[config.mk]
export PLATFORM = sky130hd
export DESIGN_NAME = sos_seq_ctrl
export DESIGN_NICKNAME = d
export VERILOG_FILES = /design/src/rtl/sos_pkg.sv /design/src/rtl/sos_seq_ctrl_ms_timer.sv /design/src/rtl/sos_seq_ctrl.sv
export SDC_FILE = /design/constraint.sdc
export NUM_CORES = 1
export LEC_CHECK = 0
export ABC_AREA = 1
export CAP_MARGIN = 20
export CORE_MARGIN = 10
export CORE_UTILIZATION = 55
export CTS_BUF_LIST = sky130_fd_sc_hd__clkbuf_8
export CTS_CLUSTER_SIZE = 14
export DETAILED_ROUTE_END_ITERATION = 7
export PLACE_DENSITY = 0.74
export SETUP_SLACK_MARGIN = 0.1
export SYNTH_ARGS = -nofsm -noshare
export SYNTH_HDL_FRONTEND = slang
export SYNTH_SLANG_ARGS = --single-unit
[constraint.sdc]
create_clock -name CLK -period 2.35 [get_ports CLK]
set_clock_uncertainty 0.2 [all_clocks]
set_input_delay 0.235 -clock CLK [delete_from_list [all_inputs] [get_ports CLK]]
set_output_delay 0.235 -clock CLK [all_outputs]
set_load 0.02 [all_outputs]
[src/rtl/sos_pkg.sv]
// Shared types and constants for the S-O-S sequencer: state encoding, letter codes
// and the fixed S,O,S letter table.
package sos_pkg;

    typedef enum logic [2:0] {
        ST_IDLE   = 3'd0,
        ST_LETTER = 3'd1,
        ST_GAP    = 3'd2,
        ST_WGAP   = 3'd3,
        ST_DONE   = 3'd4
    } state_t;

    typedef enum logic {
        L_S = 1'b0,
        L_O = 1'b1
    } letter_t;

    localparam logic [1:0]  LAST_IDX = 2'd2;
    localparam logic [16:0] T1MS_DEF = 17'd49_999;

    // Letter table: idx0 = S, idx1 = O, idx2 = S. idx3 never occurs.
    function automatic letter_t letter_at(input logic [1:0] idx);
        case (idx)
            2'd1:    letter_at = L_O;
            default: letter_at = L_S;
        endcase
    endfunction

endpackage

[src/rtl/sos_seq_ctrl_ms_timer.sv]
// Millisecond timer for the sequencer gaps: a tick prescaler (0..T1MS) feeding a
// saturating 10-bit ms counter. clr has priority over en.
module ms_timer
    import sos_pkg::*;
#(
    parameter logic [16:0] T1MS = T1MS_DEF
) (
    input  logic       CLK,
    input  logic       RST,
    input  logic       clr,
    input  logic       en,
    output logic       tick,
    output logic [9:0] ms_cnt
);

    logic [16:0] tick_cnt;

    assign tick = en && (tick_cnt == T1MS);

    always_ff @(posedge CLK or posedge RST) begin
        if (RST) begin
            tick_cnt <= '0;
            ms_cnt   <= '0;
        end else if (clr) begin
            tick_cnt <= '0;
            ms_cnt   <= '0;
        end else if (en) begin
            if (tick) begin
                tick_cnt <= '0;
                if (ms_cnt != 10'h3FF) begin
                    ms_cnt <= ms_cnt + 10'd1;
                end
            end else begin
                tick_cnt <= tick_cnt + 17'd1;
            end
        end
    end

endmodule

[src/rtl/sos_seq_ctrl.sv]
// S-O-S word sequencer: launches the letter generators in table order, times the gaps,
// repeats the word and muxes the active generator's pin onto Pin_Out.
//
//  state     | meaning
//  ----------+------------------------------------------------------------
//  ST_IDLE   | waiting for Start_Sig (Stop_Sig blocks it), stop_pend cleared
//  ST_LETTER | start of table[idx] held high until that generator's Done
//  ST_GAP    | inter-letter gap, GAP_MS
//  ST_WGAP   | inter-word gap, WGAP_MS
//  ST_DONE   | one-cycle Done_Sig after the last letter of the last word
module sos_seq_ctrl
    import sos_pkg::*;
#(
    parameter logic [16:0] T1MS    = T1MS_DEF,
    parameter logic [9:0]  GAP_MS  = 10'd150,
    parameter logic [9:0]  WGAP_MS = 10'd350,
    parameter logic [3:0]  REPEAT  = 4'd3
) (
    input  logic CLK,
    input  logic RST,
    input  logic Start_Sig,
    input  logic Stop_Sig,
    input  logic S_Done_Sig,
    input  logic O_Done_Sig,
    input  logic S_Pin_In,
    input  logic O_Pin_In,
    output logic S_Start_Sig,
    output logic O_Start_Sig,
    output logic Busy_Sig,
    output logic Done_Sig,
    output logic Pin_Out
);

    state_t      state, state_d;
    logic [1:0]  idx, idx_d;
    logic [3:0]  word, word_d;
    logic        stop_pend, stop_pend_d;
    logic        s_start_d, o_start_d;
    letter_t     sel;
    logic        sel_done;
    logic        last_word;
    logic        in_gap;
    logic        gap_exit;
    logic [9:0]  gap_lim;
    logic [9:0]  ms_cnt;
    logic        gap_tick_unused;

    assign sel       = letter_at(idx);
    assign sel_done  = (sel == L_S) ? S_Done_Sig : O_Done_Sig;
    assign last_word = (REPEAT != 4'd0) && (word == REPEAT - 4'd1);
    assign in_gap    = (state == ST_GAP) || (state == ST_WGAP);
    assign gap_lim   = (state == ST_WGAP) ? WGAP_MS : GAP_MS;
    assign gap_exit  = (ms_cnt == gap_lim);

    // Timer is held clear outside the gap states, so every gap starts from zero.
    // Gap exit keys on the ms count directly; the per-ms strobe is not needed here.
    ms_timer #(
        .T1MS (T1MS)
    ) u_gap_timer (
        .CLK    (CLK),
        .RST    (RST),
        .clr    (!in_gap),
        .en     (in_gap),
        .tick   (gap_tick_unused),
        .ms_cnt (ms_cnt)
    );

    always_ff @(posedge CLK or posedge RST) begin
        if (RST) begin
            state       <= ST_IDLE;
            idx         <= '0;
            word        <= '0;
            stop_pend   <= 1'b0;
            S_Start_Sig <= 1'b0;
            O_Start_Sig <= 1'b0;
        end else begin
            state       <= state_d;
            idx         <= idx_d;
            word        <= word_d;
            stop_pend   <= stop_pend_d;
            S_Start_Sig <= s_start_d;
            O_Start_Sig <= o_start_d;
        end
    end

    always_comb begin
        state_d     = state;
        idx_d       = idx;
        word_d      = word;
        stop_pend_d = stop_pend;

        unique case (state)
            ST_IDLE: begin
                stop_pend_d = 1'b0;
                if (Start_Sig && !Stop_Sig) begin
                    state_d = ST_LETTER;
                    idx_d   = 2'd0;
                    word_d  = 4'd0;
                end
            end
            ST_LETTER: begin
                // A letter in flight cannot be cancelled; a stop only takes effect at its Done.
                if (Stop_Sig) begin
                    stop_pend_d = 1'b1;
                end
                if (sel_done) begin
                    if (stop_pend || Stop_Sig) begin
                        state_d     = ST_IDLE;
                        stop_pend_d = 1'b0;
                    end else if (idx == LAST_IDX) begin
                        if (last_word) begin
                            state_d = ST_DONE;
                        end else begin
                            state_d = ST_WGAP;
                            idx_d   = 2'd0;
                            if (word != 4'hF) begin
                                word_d = word + 4'd1;
                            end
                        end
                    end else begin
                        state_d = ST_GAP;
                        idx_d   = idx + 2'd1;
                    end
                end
            end
            ST_GAP, ST_WGAP: begin
                if (Stop_Sig) begin
                    state_d = ST_IDLE;
                end else if (gap_exit) begin
                    state_d = ST_LETTER;
                end
            end
            ST_DONE: begin
                state_d = ST_IDLE;
            end
            default: begin
                state_d = ST_IDLE;
            end
        endcase

        // Starts are registered from the next state so they drop on the edge that leaves LETTER.
        s_start_d = (state_d == ST_LETTER) && (letter_at(idx_d) == L_S);
        o_start_d = (state_d == ST_LETTER) && (letter_at(idx_d) == L_O);
    end

    assign Busy_Sig = (state != ST_IDLE);
    assign Done_Sig = (state == ST_DONE);
    assign Pin_Out  = (state == ST_LETTER) ? ((sel == L_S) ? S_Pin_In : O_Pin_In) : 1'b1;

endmodule

==> results_dict.tcl <==
set metrics [dict create \
    outcome "complete, no violations" \
    p_leak_nw 1.28 \
    reg2reg_to "u_gap_timer.ms_cnt[0]" \
    cts_max_path_buffers 2 \
    syn2layout_area_growth_pct 13.4 \
    hold_viol 0 \
    grt_pass1_wl_mm 8.31 \
    diodes 0 \
    cts_tree "yes" \
    crit_required_ns 1.91 \
    rows 23 \
    grt-ovfl-total 0 \
    drcViolationCount 0 \
    via_per_inst 5.25 \
    grt_use_total_pct 13.5 \
    max_clock_freq_mhz 488 \
    cap_violations 0 \
    r2r_slack_ns 0.48 \
    insertion_delay_ns 0.29 \
    endpoint_kind "output pin" \
    max_slew_margin_pct 63.5 \
    crit_path_start_kind "flop" \
    clock-sinks 39 \
    worstSetupPathType "flop to output pin" \
    ant_nets 0 \
    r2r_cells 8 \
    holdBufCountCts 0 \
    ir_drop_mv 0.445 \
    dieArea_um2 7240 \
    dpl.hpwl_mm 3.49 \
    core-area_um2 4060 \
    ctsHtreeMaxLevel 2 \
    die_w_um 85.1 \
    place_congestion 0.814 \
    mostFrequentLayoutCell "nand2_1" \
    final_cell_mix "nand2_1, nor2_1, dfrtp_1" \
    worstMarginPinSlew_ns 0.543 \
    die_h_um 85.1 \
    grt_antenna_before_repair 0 \
    drt_iter0_drc 86 \
    vias 2015 \
    post_synth_inst_count 313 \
    total_power_mw 2.06 \
    firstDrtPassIters 4 \
    slew_viol_final 0 \
    ys_seq_elements 39 \
    reg2reg_from "u_gap_timer.tick_cnt[0]" \
    finalCriticalPeriod_ns 2.05 \
    drive_above_1_share_pct 10.5 \
    fillers 357 \
    crit_fanout 5 \
    grt_max_degree 25 \
    clock-root-buffer "clkbuf_8" \
    power_density_nw_per_um2 779 \
    cp.arrival_ns 1.61 \
    yosys_warnings 0 \
    ios 13 \
    yosysSeqAreaShare_pct 41.9 \
    syn-num-nets 326 \
    netlist_top_cells_area "dfrtp_1, nand2_1, nor2_1" \
    numPortBuffers 12 \
    setup_viol 0 \
    syn_area_um2 2330 \
    start_util_pct 57.4 \
    finalSetupTns_ns 0 \
    finalNetCount 346 \
    wl_mm 4.65 \
    cts_inserted_buffers 5 \
    syn_avg_cell_area_um2 7.44 \
    yosysUniqueCellTypes 31 \
    finalCritPeriodShare_pct 87.2 \
    synth_top_area_share_pct 41.9 \
    yosys.area.top_type "dfrtp_1" \
    grt_pass1_vias 1861 \
    rsz0062_at_grt "no" \
    routedWlPerCell_um 12.1 \
    clkSlewWorstSetupHoldPaths_ns 0.08 \
    hp-class "input pin to async pin" \
]
[synth_stat cells]
cell type,n
a21boi_0,1
a21oi_1,1
a31o_2,2
buf_2,1
buf_6,1
clkbuf_1,1
dfrtp_1,39
ha_1,5
inv_1,30
inv_2,6
nand2_1,92
nand2_2,2
nand3_1,23
nand3_2,1
nand3b_1,2
nand4_1,6
nand4_2,3
nor2_1,47
nor2_2,1
nor2_4,1
nor3_1,8
nor3_2,2
nor4_1,1
o2111ai_1,1
o21ai_0,10
o21ai_1,1
o21ai_2,2
o22ai_1,1
or2_2,3
xnor2_1,4
xor2_1,15
[area by class of cell]
| cell class | instances | area [um2] | area share (%) |
|---|---|---|---|
| Timing Repair Buffer | 16 | 153 | 5.78 |
| Clock buffer | 6 | 82.6 | 3.13 |
| Tap cell | 50 | 62.6 | 2.37 |
| Sequential cell | 39 | 976 | 36.9 |
| Multi-Input combinational cell | 235 | 1200 | 45.4 |
| Inverter | 36 | 135 | 5.11 |
| Clock inverter | 2 | 35.0 | 1.33 |
[power by group]
| group | switching, mW | internal [mW] | total (mW) |
|---|---|---|---|
| combinational | 0.434 | 0.224 | 0.658 |
| sequential | 0.0758 | 0.743 | 0.819 |
| clock | 0.238 | 0.344 | 0.582 |
[worst max path at each step]
| stage | startpoint | endpoint | slack (ns) |
|---|---|---|---|
| 6_report | state[2] | Done_Sig | 0.30 |
| 5_1_grt | state[2] | Done_Sig | 0.14 |
| 4_1_cts | idx[1] | Pin_Out | 0.12 |
| 3_5_place_dp | Stop_Sig | O_Start_Sig | 0.44 |
| 3_3_place_gp | idx[1] | Pin_Out | 0.47 |
| 2_1_floorplan | u_gap_timer.tick_cnt[0] | u_gap_timer.ms_cnt[5] | 0.70 |
[sequential cells by signal, summed over array words and instances (netlist names)]
register,flops
idx,2
u_gap_timer.tick_cnt,17
O_Start_Sig,1
word,4
state,3
stop_pend,1
u_gap_timer.ms_cnt,10
S_Start_Sig,1
[critical path: stages, from the launching register on]
cell and delay [ns]:
dfrtp_1 0.48, inv_2 0.07, nor3_1 0.14, clkdlybuf4s50_1 0.63
[metal layers]
layer / vias up / part of all wire [%] / GRT usage (%)
met3: 7 / 3.7 / 3.35
li1: 1034 / - / -
met2: 25 / 48 / 21.7
met5: - / 0 / 0
met4: 0 / 1.2 / 4.04
met1: 949 / 47 / 17.4
[cells by family after synthesis]
logic type,after synthesis,share of synthesized area (%)
xor+xnor,19,7.14
simple gates,192,36.6
fa+ha+maj,5,2.69
flops,39,41.9
compound gates,19,5.05
buf+inv,39,6.66
[through the flow]
stage               instances  utilization (%)  hold WS [ns]  setup WS (ns)  area, um2
finish                    384             65.1        0.0700          0.300       2640
global placement          376             62.2         0.244          0.466       2520
global route              384             65.1         0.117          0.136       2640
floorplan                 313                -         0.218          0.705       2330
CTS                       384             65.1        0.0813          0.120       2640
detailed placement        376             62.2         0.254          0.441       2520
[what timing repair did]
| item | 4_1_cts | 5_1_grt |
|---|---|---|
| endpoints found under the hold margin | 0 | 0 |
| buffers inserted | 0 | 0 |
| gates resized for setup | 0 | 1 |
| setup endpoints to repair | 0 | 1 |
No activity file was read; power rests on OpenSTA's default activity.
